==> src/rtl/uart_cmd_pkg.sv <==
`default_nettype none
// ============================================================================
// Module      : uart_cmd_pkg
// Description : Shared constants and state encoding for the UART command
//               decoder.
// Revision    : 1.0 - initial release
// ============================================================================
package uart_cmd_pkg;

   localparam logic [7:0] SYNC_BYTE     = 8'hA5;
   localparam logic [7:0] CMD_WRITE_MEM = 8'h01;
   localparam logic [7:0] CMD_WRITE_REG = 8'h02;

   typedef enum logic [2:0] {
      WAIT_SYNC   = 3'd0,
      GET_CMD     = 3'd1,
      GET_ADDR_HI = 3'd2,
      GET_ADDR_LO = 3'd3,
      GET_LEN     = 3'd4,
      GET_DATA    = 3'd5,
      GET_CSUM    = 3'd6,
      FLUSH       = 3'd7
   } cmd_state_t;

   // True for the command codes this decoder understands.
   function automatic logic cmd_known(input logic [7:0] c);
      return (c == CMD_WRITE_MEM) || (c == CMD_WRITE_REG);
   endfunction

endpackage
`default_nettype wire

==> src/rtl/byte_fifo.sv <==
`default_nettype none
// ============================================================================
// Module      : byte_fifo
// Description : Small synchronous FIFO with first-word fall-through read
//               data (pop_data always shows the head entry).
// Revision    : 1.0 - initial release
// ============================================================================
module byte_fifo #(
   parameter int WIDTH = 8,
   parameter int DEPTH = 4
) (
   input  logic             clk,
   input  logic             reset_n,
   input  logic             push,
   input  logic [WIDTH-1:0] push_data,
   input  logic             pop,
   output logic [WIDTH-1:0] pop_data,
   output logic             full,
   output logic             empty
);

   localparam int AW = $clog2(DEPTH);

   logic [WIDTH-1:0] store [DEPTH];
   logic [AW:0]      wr_ptr;
   logic [AW:0]      rd_ptr;

   // The extra pointer bit distinguishes full from empty when indexes match.
   assign empty    = (wr_ptr == rd_ptr);
   assign full     = (wr_ptr[AW] != rd_ptr[AW]) && (wr_ptr[AW-1:0] == rd_ptr[AW-1:0]);
   assign pop_data = store[rd_ptr[AW-1:0]];

   // Storage array write; contents need no reset because pointers gate reads.
   always_ff @(posedge clk) begin
      if (push && !full) begin
         store[wr_ptr[AW-1:0]] <= push_data;
      end
   end

   // Pointer maintenance with synchronous reset.
   always_ff @(posedge clk) begin
      if (!reset_n) begin
         wr_ptr <= '0;
         rd_ptr <= '0;
      end else begin
         if (push && !full) begin
            wr_ptr <= wr_ptr + 1'b1;
         end
         if (pop && !empty) begin
            rd_ptr <= rd_ptr + 1'b1;
         end
      end
   end

endmodule
`default_nettype wire

==> src/rtl/uart_cmd_decoder.sv <==
`default_nettype none
// ============================================================================
// Module      : uart_cmd_decoder
// Description : Decodes framed host commands from the UART byte stream,
//               streams WRITE_MEM payload to framebuffer memory and commits
//               checksum-verified WRITE_REG bytes to the control registers.
// Revision    : 1.0 - initial release
// ============================================================================
module uart_cmd_decoder
   import uart_cmd_pkg::*;
#(
   parameter int ADDR_WIDTH   = 16,
   parameter int FIFO_DEPTH   = 4,
   parameter int TIMEOUT_CLKS = 250000
) (
   input  logic                  clk,
   input  logic                  reset_n,
   input  logic [7:0]            rx_data,
   input  logic                  rx_data_valid,
   output logic                  mem_wr_en,
   output logic [ADDR_WIDTH-1:0] mem_addr,
   output logic [7:0]            mem_wr_data,
   input  logic                  mem_wr_ready,
   output logic                  reg_wr_en,
   output logic [3:0]            reg_addr,
   output logic [7:0]            reg_wr_data,
   output logic                  pkt_ok,
   output logic                  err_checksum,
   output logic                  err_overflow,
   output logic                  err_timeout,
   output logic                  err_cmd,
   output logic                  busy
);

   localparam int TW = $clog2(TIMEOUT_CLKS + 1);

   cmd_state_t      state, state_next;
   logic [7:0]      cmd, addr_hi, csum;
   logic [8:0]      len_total, pay_cnt;
   logic            csum_bad, ovf_seen, sync_pend;
   logic [TW-1:0]   tmo_cnt;
   logic            push_pend;
   logic [7:0]      push_data;
   logic            fifo_full, fifo_empty;
   logic [7:0]      fifo_head;
   logic [15:0]     full_addr;

   logic            in_frame, timeout_hit, flush_done, mem_accept, rx_sync;
   logic            pkt_ok_nx, err_csum_nx, err_cmd_nx, err_tmo_nx, reg_we_nx;

   assign in_frame    = (state != WAIT_SYNC) && (state != FLUSH);
   assign timeout_hit = in_frame && !rx_data_valid && (tmo_cnt == TW'(TIMEOUT_CLKS - 1));
   assign flush_done  = fifo_empty && !push_pend;
   assign rx_sync     = rx_data_valid && (rx_data == SYNC_BYTE);
   assign full_addr   = {addr_hi, rx_data};
   assign busy        = (state != WAIT_SYNC);

   // The FIFO head is the memory request itself, so the buffer holds exactly
   // FIFO_DEPTH bytes and the request stays stable until it is popped.
   assign mem_wr_en   = !fifo_empty;
   assign mem_wr_data = fifo_empty ? 8'h00 : fifo_head;
   assign mem_accept  = mem_wr_en && mem_wr_ready;

   byte_fifo #(
      .WIDTH (8),
      .DEPTH (FIFO_DEPTH)
   ) u_fifo (
      .clk       (clk),
      .reset_n   (reset_n),
      .push      (push_pend),
      .push_data (push_data),
      .pop       (mem_accept),
      .pop_data  (fifo_head),
      .full      (fifo_full),
      .empty     (fifo_empty)
   );

   // State register.
   always_ff @(posedge clk) begin
      if (!reset_n) begin
         state <= WAIT_SYNC;
      end else begin
         state <= state_next;
      end
   end

   // Next-state decode and packet result pulses (registered below).
   always_comb begin
      state_next  = state;
      pkt_ok_nx   = 1'b0;
      err_csum_nx = 1'b0;
      err_cmd_nx  = 1'b0;
      err_tmo_nx  = 1'b0;
      reg_we_nx   = 1'b0;
      if (timeout_hit) begin
         err_tmo_nx = 1'b1;
         state_next = WAIT_SYNC;
      end else begin
         case (state)
            WAIT_SYNC:   if (rx_sync) state_next = GET_CMD;
            GET_CMD:     if (rx_data_valid) begin
                            if (cmd_known(rx_data)) begin
                               state_next = GET_ADDR_HI;
                            end else begin
                               err_cmd_nx = 1'b1;
                               state_next = WAIT_SYNC;
                            end
                         end
            GET_ADDR_HI: if (rx_data_valid) state_next = GET_ADDR_LO;
            GET_ADDR_LO: if (rx_data_valid) state_next = GET_LEN;
            GET_LEN:     if (rx_data_valid) begin
                            if ((cmd == CMD_WRITE_REG) && (rx_data != 8'd1)) begin
                               err_cmd_nx = 1'b1;
                               state_next = WAIT_SYNC;
                            end else begin
                               state_next = GET_DATA;
                            end
                         end
            GET_DATA:    if (rx_data_valid && ((pay_cnt + 9'd1) == len_total)) state_next = GET_CSUM;
            GET_CSUM:    if (rx_data_valid) state_next = FLUSH;
            FLUSH:       if (flush_done) begin
                            if (csum_bad) begin
                               err_csum_nx = 1'b1;
                            end else if (!ovf_seen) begin
                               pkt_ok_nx = 1'b1;
                               reg_we_nx = (cmd == CMD_WRITE_REG);
                            end
                            state_next = (sync_pend || rx_sync) ? GET_CMD : WAIT_SYNC;
                         end
            default:     state_next = WAIT_SYNC;
         endcase
      end
   end

   // Frame datapath: field capture, checksum, payload staging, timeout and
   // output pulse registers.
   always_ff @(posedge clk) begin
      if (!reset_n) begin
         cmd          <= '0;
         addr_hi      <= '0;
         csum         <= '0;
         len_total    <= '0;
         pay_cnt      <= '0;
         csum_bad     <= 1'b0;
         ovf_seen     <= 1'b0;
         sync_pend    <= 1'b0;
         tmo_cnt      <= '0;
         push_pend    <= 1'b0;
         push_data    <= '0;
         mem_addr     <= '0;
         reg_addr     <= '0;
         reg_wr_data  <= '0;
         reg_wr_en    <= 1'b0;
         pkt_ok       <= 1'b0;
         err_checksum <= 1'b0;
         err_overflow <= 1'b0;
         err_timeout  <= 1'b0;
         err_cmd      <= 1'b0;
      end else begin
         reg_wr_en    <= reg_we_nx;
         pkt_ok       <= pkt_ok_nx;
         err_checksum <= err_csum_nx;
         err_timeout  <= err_tmo_nx;
         err_cmd      <= err_cmd_nx;
         push_pend    <= 1'b0;
         err_overflow <= 1'b0;

         tmo_cnt <= (!in_frame || rx_data_valid) ? '0 : tmo_cnt + 1'b1;

         // Byte staged last cycle is pushed now, or dropped if the FIFO is full.
         if (push_pend && fifo_full) begin
            err_overflow <= 1'b1;
            ovf_seen     <= 1'b1;
         end

         if (mem_accept) begin
            mem_addr <= mem_addr + ADDR_WIDTH'(1);
         end

         // A SYNC seen while draining starts the next frame right after FLUSH.
         if ((state == FLUSH) && (state_next != FLUSH)) begin
            sync_pend <= 1'b0;
         end else if ((state == FLUSH) && rx_sync) begin
            sync_pend <= 1'b1;
         end

         if (rx_data_valid) begin
            case (state)
               GET_CMD: begin
                  cmd      <= rx_data;
                  csum     <= rx_data;
                  csum_bad <= 1'b0;
                  ovf_seen <= 1'b0;
               end
               GET_ADDR_HI: begin
                  addr_hi <= rx_data;
                  csum    <= csum ^ rx_data;
               end
               GET_ADDR_LO: begin
                  csum <= csum ^ rx_data;
                  if (cmd == CMD_WRITE_MEM) begin
                     mem_addr <= full_addr[ADDR_WIDTH-1:0];
                  end else begin
                     reg_addr <= rx_data[3:0];
                  end
               end
               GET_LEN: begin
                  csum      <= csum ^ rx_data;
                  len_total <= (rx_data == 8'd0) ? 9'd256 : {1'b0, rx_data};
                  pay_cnt   <= '0;
               end
               GET_DATA: begin
                  csum    <= csum ^ rx_data;
                  pay_cnt <= pay_cnt + 9'd1;
                  if (cmd == CMD_WRITE_MEM) begin
                     push_pend <= 1'b1;
                     push_data <= rx_data;
                  end else begin
                     reg_wr_data <= rx_data;
                  end
               end
               GET_CSUM: begin
                  csum_bad <= (rx_data != csum);
               end
               default: begin
               end
            endcase
         end
      end
   end

endmodule
`default_nettype wire

==> config.mk <==
export PLATFORM = sky130hd
export DESIGN_NAME = uart_cmd_decoder
export DESIGN_NICKNAME = d
export VERILOG_FILES = /design/src/rtl/uart_cmd_pkg.sv /design/src/rtl/byte_fifo.sv /design/src/rtl/uart_cmd_decoder.sv
export SDC_FILE = /design/constraint.sdc
export NUM_CORES = 1
export LEC_CHECK = 0
export ABC_AREA = 1
export CORE_AREA = 2 2 137 152
export DETAILED_ROUTE_END_ITERATION = 8
export DIE_AREA = 0 0 139 154
export GPL_TIMING_DRIVEN = 0
export HOLD_SLACK_MARGIN = 0.02
export PLACE_DENSITY = 0.63
export SYNTH_ARGS = -nofsm -noshare
export SYNTH_HDL_FRONTEND = slang
export SYNTH_SLANG_ARGS = --single-unit
export TNS_END_PERCENT = 30
==> constraint.sdc <==
create_clock -name clk -period 2.5 [get_ports clk]
set_input_delay 0.375 -clock clk [delete_from_list [all_inputs] [get_ports clk]]
set_output_delay 0.375 -clock clk [all_outputs]
set_load 0.1 [all_outputs]
# Yosys cells after proc, flatten, opt, wreduce, memory -nomap -nowiden

Memory sizes are Yosys's and may differ from the RTL's. A register that Yosys moved wholly into a read port is not among the register bits.
Index checks and enable logic that the tools add are counted.

Register bits: 115
Bits in writable memories: 32
Bits of input ports: 12
Output and inout bits: 44
Logic and storage cells: 139
Memories kept: 1

Memory list:

| name         | words | bits a word | read ports | clocked after memory_dff | write ports | line            | source |
|---|---|---|---|---|---|---|---|
| u_fifo.store | 4     | 8           | 1          | 1                        | 1           | byte_fifo.sv:24 | `logic [WIDTH-1:0] store [DEPTH];` |

Add/sub/neg operators: 5
Equal/unequal tests: 21
Muxes and demuxes: 39
Bitwise operators: 5
Reduce and logical (&&, ||, !) cells: 45

Operator list:

| cell                    | number |
|---|---|
| $mux W16                | 4 |
| $mux W3                 | 10 |
| $pmux W3 S8             | 1 |
| $add A18 B1 Y18 const B | 1 |
| $eq A18 B18 Y1 const B  | 1 |
| $pmux W9 S2             | 1 |
| $add A16 B1 Y16 const B | 1 |
| $eq A8 B1 Y1 const B    | 2 |
| $eq A8 B2 Y1 const B    | 2 |
| $pmux W8 S2             | 1 |
| $mux W1                 | 15 |
| $logic_and A1 B1 Y1     | 14 |
| $eq A3 B3 Y1 const B    | 4 |
| $reduce_and A2 Y1       | 6 |
| $reduce_and A3 Y1       | 4 |
| $add A9 B1 Y9 const B   | 1 |
| $eq A9 B9 Y1            | 1 |
| $mux W9                 | 1 |
| $eq A8 B8 Y1 const B    | 1 |
| $logic_not A8 Y1        | 1 |
| $mux W8                 | 1 |
| $ne A8 B1 Y1 const B    | 1 |
| $ne A8 B8 Y1            | 1 |
| $reduce_or A4 Y1        | 2 |
| 19 further kinds        | 38 |

# Longest topological paths before layout

Gate-level depths: netlist of run 1.

Depth after elaboration: 10
Mapped depth: 12
Depth with buffers taken out: 12

# Hierarchy

Synthesis of run 1 repeated with hierarchy kept, for this count alone.

Cells, all modules: 864
Area, all modules: 6931.6 µm²

Modules (own cells, without submodules):

| module           | instances | cells an instance | area an instance (µm²) | sequential area each (µm²) |
|---|---|---|---|---|
| uart_cmd_decoder | 1         | 714               | 5253.8                 | 2182.1 |
| byte_fifo        | 1         | 150               | 1677.9                 | 1121.1 |

# Worst setup path before layout of run 1

Ideal clock, no wire load.

Kind: reg-to-reg
From: register mem_addr[0]
To: register mem_addr[8]
Library setup time: 114 ps
Arrival: 2150 ps
Data required time: 2386 ps
Setup slack: 236 ps
Stages on the path, launching flop included: 11
Path buffers: 0
Clock period less this slack: 2264 ps
Cells stage by stage: dfxtp_1 ha_1 nand3_1 nor2_1 nand2_1 inv_1 nand2_1 nor2_1 xor2_1 o21bai_1 inv_1

Longest elaborated chain between the ends: 5

RTL lines:

| element                  | line                    | source |
|---|---|---|
| start: declaration       | uart_cmd_decoder.sv:21  | `output logic [ADDR_WIDTH-1:0] mem_addr,` |
| start signal: assignment | uart_cmd_decoder.sv:177 | `mem_addr <= mem_addr + ADDR_WIDTH'(1);` |
| start signal: assignment | uart_cmd_decoder.sv:202 | `mem_addr <= full_addr[ADDR_WIDTH-1:0];` |
| $add A16 B1 Y16 (*)      | uart_cmd_decoder.sv:177 |  |
| $mux W16 (*)             | uart_cmd_decoder.sv:176 | `if (mem_accept) begin` |
| $mux W16                 | uart_cmd_decoder.sv:201 | `if (cmd == CMD_WRITE_MEM) begin` |
| $mux W16                 | uart_cmd_decoder.sv:188 | `case (state)` |
| $mux W16 (*)             | uart_cmd_decoder.sv:187 | `if (rx_data_valid) begin` |

Mark *: on every way between the ends. The rest lies on a longest branch, timed or not.
A chain may end at the register's enable or synchronous reset.

# Final worst setup path of run 1

From: register u_fifo.rd_ptr[0]
To: output mem_wr_en

Longest elaborated chain between the ends: 2

RTL lines:

| element                  | line                   | source |
|---|---|---|
| start: declaration       | byte_fifo.sv:26        | `logic [AW:0] rd_ptr;` |
| start signal: assignment | byte_fifo.sv:50        | `rd_ptr <= rd_ptr + 1'b1;` |
| $eq A3 B3 Y1             | byte_fifo.sv:29        | `assign empty = (wr_ptr == rd_ptr);` |
| $logic_not A1 Y1         | uart_cmd_decoder.sv:60 | `assign mem_wr_en = !fifo_empty;` |
| end: declaration         | uart_cmd_decoder.sv:20 | `output logic mem_wr_en,` |

Every way passes these cells.

==> results of run 1 <==
critical path, cell delays in order (launching register included):
cell and delay (ps):
dfxtp_1 420, xnor2_1 170, nand3_4 200, dlygate4sd2_1 880
final timing paths:
path,start,to,slack [ps]
hold reg to reg,tmo_cnt[0]$_SDFF_PP0_,tmo_cnt[0]$_SDFF_PP0_,460
hold / removal,rx_data_valid,csum_bad$_SDFFE_PN0P_,400
setup / recovery,u_fifo.rd_ptr[0]$_SDFFE_PN0P_,mem_wr_en,30
setup reg to reg,u_fifo.wr_ptr[2]$_SDFFE_PN0P_,u_fifo.store[3][0]$_DFFE_PP_,300
what timing repair did:
item,in CTS,in global routing
resized for setup,53,4
setup endpoints to repair,10,10
hold endpoints to repair,0,0
pin swaps,0,0
metal layers:
metal / vias up / track usage (%)
met2: 112 / 27.9
met3: 33 / 3.80
li1: 3099 / -
met4: 2 / 7.65
met5: - / 0
met1: 2666 / 19.9
flip-flops by register name (all words and copies together) (netlist names), 4 cells and up, named ones only:
name          flops
cmd               8
csum              8
mem_addr         16
reg_wr_data       8
len_total         9
push_data         8
tmo_cnt          18
u_fifo.store     32
reg_addr          4
pay_cnt           9
addr_hi           8
power by group through the flow:
stage	combinational, mW	clock, mW	sequential [mW]
after CTS	0.509	2.50	2.47
after global placement	0.519	0	2.52
after floorplan	0.362	0	2.53
final	0.506	2.45	2.47
after global routing	0.538	2.60	2.47
after detailed placement	0.522	0	2.52
per-stage QoR:
| stage | hold slack (ps) | util [%] | TNS [ps] | instance area (sq um) |
|---|---|---|---|---|
| 5_1_grt | 407 | 41.9 | -43.9 | 8260 |
| 6_report | 403 | 41.9 | 0 | 8260 |
| 4_1_cts | 378 | 41.8 | 0 | 8260 |
| 2_1_floorplan | 420 | - | 0 | 6870 |
| 3_3_place_gp | 451 | 39.1 | -4410 | 7720 |
| 3_5_place_dp | 455 | 39.1 | -4840 | 7720 |
cells in the mapped netlist, drive strengths merged:
library cell,count
a21oi,95
or3,2
nor4,7
xnor2,5
nand3,51
or2,8
nand4,13
ha,8
and3,1
dfxtp,117
o31ai,1
nand3b,4
nor3b,2
o21ai,92
nor3,19
nor2,103
a211oi,2
a31oi,1
clkbuf,14
buf,14
inv,116
xor2,16
o211ai,3
o21bai,7
o32ai,8
edfxtp,32
nand2,145
cell type report:
cell class | count | area (sq um) | share of cell area, %
Tap cell | 252 | 315 | 3.82
Multi-Input combinational cell | 593 | 3000 | 36.3
Sequential cell | 149 | 3300 | 40.0
Inverter | 116 | 435 | 5.27
Clock inverter | 15 | 135 | 1.64
Buffer | 27 | 139 | 1.68
Timing Repair Buffer | 53 | 508 | 6.15
Clock buffer | 17 | 425 | 5.15
kinds of logic after synthesis:
kind of cell / share of synthesized area (%)
compound gates: 16.2
xor+xnor: 2.68
fa+ha+maj: 1.46
buf+inv: 8.36
flops: 48.1
simple gates: 23.2
==> metrics.cfg, run 1 <==
[run_status]
status=completed

[die]
start_util_pct=34.8
core_area_sq_um=19700
ioPinCount=56
die_w_microns=139
fp-row-count=54
die_h_microns=154
die_area_sq_um=21400

[place]
post-place-ws_ps=-733
dp_hpwl_microns=12300
portBuffers=53
gp_congestion=0.896
dp_cells=1191

[yosys]
yosysWarnings=0
yosys-top-cells-area=dfxtp_1 34%, edfxtp_1 14%, nand2_1 7.8%
synth-seq-cells=149
syn_inst=886
syn_area_per_cell_sq_um=7.76
synth_top_cell_by_area=dfxtp_1
ys_types=42
ys_seq_area_share_pct=48.1
synth_area_sq_um=6870
synth_top_area_share_pct=34.1
synth_nets=906

[worst_hold_path]
hold_class=input pin to flip-flop
holdPathStages=4

[route]
drt_pass1_iterations=5
avgViaCountPerCell=4.84
vias=5912
wl_met1_microns=7640
first_iter_violations=271
wl_met3_microns=628
drc=0
routed_wl_microns=16900
wl_per_cell_microns=13.9
topRoutingLayerUsed=met5
ant_nets=0
wl_met2_microns=8150

[critical_path]
crit_type=flip-flop to output port
worstPathMaxFanout=10
cp-end-kind=output port
cp_data_required_time_ps=2120
crit_arrival_ps=2090
rr_worst_depth=4
cp-start-kind=flip-flop

[grt]
grt_pass1_vias=5706
grt_usage_pct=16.5
grt-ovfl-total=0
grt_pass1_wl_microns=28400
antenna_found_initial=1
grt_start_max_net_pins=17

[sta]
max_freq_mhz=405
hold_violations=0
slew_headroom_pct=34.9
tightest_slew_ps=974
setup_viol=0
rsz0062_at_grt=yes
final.period_utilization_pct=98.7
slew_viol_final=0
clock_skew_ps=5.64
worst_slack_ps=32.6
period_needed_ps=2470

[power_and_ir_drop]
combPwrFrac_pct=9.3
power_density_nw_per_um2=657
finalPower_mw=5.43
power_switching_share_pct=28.5
total_leakage_power_nw=3.37
p_seq_share_pct=45.5
p_int_mw=3.88
vdd_ir_drop_max_v=0.000524
clkPwrFrac_pct=45.2
p_sw_mw=1.55

[cts]
cts_root_buf=clkbuf_16
cts_tree=yes
cts_hold_buf=0
h-tree-depth=4
clockBufferDepth=2
clkLatencyLatePin_ps=430
clk_pin_slew_ps=70
post_cts_buffers=0
cts_inserted_buffers=17
cts_num_sinks=149

[cells_and_area]
antennaDiodeCount=0
final_cell_mix=142 x nand2_1, 116 x dfxtp_1, 108 x inv_1, 101 x nor2_1, 94 x a21oi_1
finalNetCount=977
area_growth_pct=20.2
final_cells=1222
final_common_cell=nand2_1
nFillCells=1989
drive_above_1_share_pct=8.76

[flow_run]
cap_violations=0

(Power assumes the default switching activity.)
==> run 2, diff against run 1 <==
--- a/config.mk
+++ b/config.mk
@@ -6,12 +6,12 @@
 export NUM_CORES = 1
 export LEC_CHECK = 0
 export ABC_AREA = 1
-export CORE_AREA = 2 2 137 152
+export CORE_AREA = 2 2 107 120
 export DETAILED_ROUTE_END_ITERATION = 8
-export DIE_AREA = 0 0 139 154
+export DIE_AREA = 0 0 109 122
 export GPL_TIMING_DRIVEN = 0
 export HOLD_SLACK_MARGIN = 0.02
-export PLACE_DENSITY = 0.63
+export PLACE_DENSITY = 0.89
 export SYNTH_ARGS = -nofsm -noshare
 export SYNTH_HDL_FRONTEND = slang
 export SYNTH_SLANG_ARGS = --single-unit
==> run 2 against run 1 <==
Combinational power up 4%. Sequential share of layout area up 0.32 points. Flip-flop and latch count unchanged. Total power up 2.3%. Cell area down 0.83%. Fmax up 0.40%. First-iteration DRC count up 120%. Count of clock-buffer cells in the layout up 1. Non-clock buffer count up 1. Core utilization up 25 points. Largest cell class unchanged. Largest power group is now the clock network. Highest routed layer is now met4.
==> metrics.cfg, run 2 (same netlist as run 1, synthesis figures left out) <==
[die]
die_w_microns=109  ; -22%
ioPinCount=56  ; unchanged
start_util_pct=56.3  ; +21 points
fp-row-count=43  ; -20%
core_area_sq_um=12200  ; -38%
die_area_sq_um=13300  ; -38%
die_h_microns=122  ; -21%

[power_and_ir_drop]
finalPower_mw=5.55  ; +2.3%
vdd_ir_drop_max_v=0.000455  ; -13%
power_density_nw_per_um2=678  ; +3.2%
total_leakage_power_nw=3.38  ; +0.42%

[critical_path]
cp_data_required_time_ps=2120  ; about the same
cp_slowest_stage_delay_ps=880  ; about the same
crit_type=flip-flop to output port
worstPathCellList=xnor2_1 > nand3_4 > dlygate4sd2_1
cp.buffers_inverters=1  ; unchanged
cp-end-kind=output port
worstPathMaxFanout=10  ; unchanged
critPathTopFamily=buffers and inverters
cp-start-kind=flip-flop
crit_arrival_ps=2080  ; about the same
critPathSlowestCell=dlygate4sd2_1

[cells_and_area]
finalNetCount=978  ; +0.10%
final_cell_mix=142 x nand2_1, 117 x dfxtp_1, 108 x inv_1, 101 x nor2_1, 94 x a21oi_1
final_core_util_pct=67.1  ; +25 points
final_cells=1128  ; -7.7%
antennaDiodeCount=0  ; unchanged
area_growth_pct=19.2
drive_above_1_share_pct=8.65  ; -0.11 points
final_common_cell=nand2_1
largest_reg_flops=32  ; unchanged

[sta]
rsz0062_at_grt=yes
final.period_utilization_pct=98.3  ; -0.39 points
worst_slack_ps=42.4  ; +9.80 ps
clock_skew_ps=6.35  ; +0.706 ps
whs_ps=419  ; +16.8 ps
tightest_slew_ps=1000  ; +29.5 ps
setup_viol=0  ; unchanged
slew_headroom_pct=32.9  ; -2.0 points
period_needed_ps=2460  ; -9.80 ps
slew_viol_final=0  ; unchanged
hold_violations=0  ; unchanged
max_freq_mhz=407  ; +0.40%

[cts]
h-tree-depth=4  ; unchanged
clk_pin_slew_ps=60  ; about the same
cts_inserted_buffers=17  ; unchanged
clkLatencyLatePin_ps=420  ; about the same
cts_tree=yes
clockBufferDepth=2  ; unchanged
cts_root_buf=clkbuf_16
post_cts_buffers=0  ; unchanged
cts_num_sinks=149  ; unchanged
cts_hold_buf=0  ; unchanged

[place]
dp_hpwl_microns=11200  ; -8.8%
dp_cells=1096  ; -8.0%
portBuffers=53  ; unchanged
gp_congestion=0.916  ; +2.2%
post-place-ws_ps=-704  ; +29.3 ps

[route]
routed_wl_microns=16700  ; -1.2%
wl_met3_microns=1140  ; +82%
first_iter_violations=597  ; +120%
wl_met1_microns=6910  ; -9.5%
drc=0  ; unchanged
avgViaCountPerCell=5.56  ; +15%
wl_per_cell_microns=14.8  ; +7.1%
drt_pass1_iterations=7  ; +2
ant_nets=0  ; unchanged
vias=6268  ; +6.0%
topRoutingLayerUsed=met4
wl_met2_microns=8070  ; -1.0%

[grt]
grt_pass1_wl_microns=26500  ; -6.7%
grt_pass1_vias=5610  ; -1.7%
antenna_found_initial=1  ; unchanged
grt_start_max_net_pins=17  ; unchanged
grt-ovfl-total=0  ; unchanged
grt_usage_pct=25.6  ; +9.1 points

[worst_hold_path]
hold_class=input pin to flip-flop

[run_status]
status=completed

[flow_run]
cap_violations=0  ; unchanged

-- run 2: cell count changes in the layout (fill, tap and decap cells not counted), sizes merged --
cell      change
bufinv        +2
clkinv        -1
buf           -3
inv           -3
clkbuf        +5
clkinvlp      +1
-- run 2: path summary, 6_finish.rpt --
path | to | cells after the start | startpoint | slack, ps
setup / recovery | mem_wr_en | 3 | u_fifo.rd_ptr[0]$_SDFFE_PN0P_ | 40
hold / removal | csum_bad$_SDFFE_PN0P_ | 4 | rx_data_valid | 420
setup reg to reg | u_fifo.wr_ptr[2]$_SDFFE_PN0P_ | 6 | u_fifo.wr_ptr[2]$_SDFFE_PN0P_ | 170
hold reg to reg | tmo_cnt[0]$_SDFF_PP0_ | 1 | tmo_cnt[0]$_SDFF_PP0_ | 460
-- run 2: tightest hold or removal path: cells and delay by family --
| kind | cells | cell delay [ps] |
|---|---|---|
| AO/OA/AOI/OAI | 1 | 70 |
| buffers and inverters | 2 | 260 |
| AND/OR/NAND/NOR | 1 | 100 |
-- run 2: metal layers --
metal	up-vias	GRT usage, %
met4	0	12.9
met3	61	6.58
met2	273	42.0
li1	3103	-
met1	2831	30.9
met5	-	0
-- run 2: final cells by class --
class	instances	area (sq um)
Clock buffer	18	429
Sequential cell	149	3300
Clock inverter	14	164
Timing Repair Buffer	53	517
Inverter	116	435
Multi-Input combinational cell	593	3000
Tap cell	157	196
Fill cell	933	4020
Buffer	28	146
-- run 2: stage by stage --
step / setup TNS (ps) / cell area, sq um
after CTS: -105 / 8170
after global placement: -3880 / 7600
after floorplan: 0 / 6870
after global routing: -120 / 8190
final: 0 / 8190
after detailed placement: -4430 / 7600
-- run 2: timing repair --
item | 4_1_cts | 5_1_grt
pin swaps | 0 | 0
hold endpoints to repair | 0 | 0
resized for setup | 51 | 9
setup endpoints to repair | 10 | 8
-- run 2: where the power goes --
| part | leakage [nW] | internal [mW] | switching [mW] | total (mW) |
|---|---|---|---|---|
| Combinational | 1.93 | 0.117 | 0.409 | 0.526 |
| Clock | 0.287 | 1.50 | 1.06 | 2.56 |
| Sequential | 1.16 | 2.45 | 0.0131 | 2.47 |
| Total | 3.38 | 4.07 | 1.48 | 5.55 |
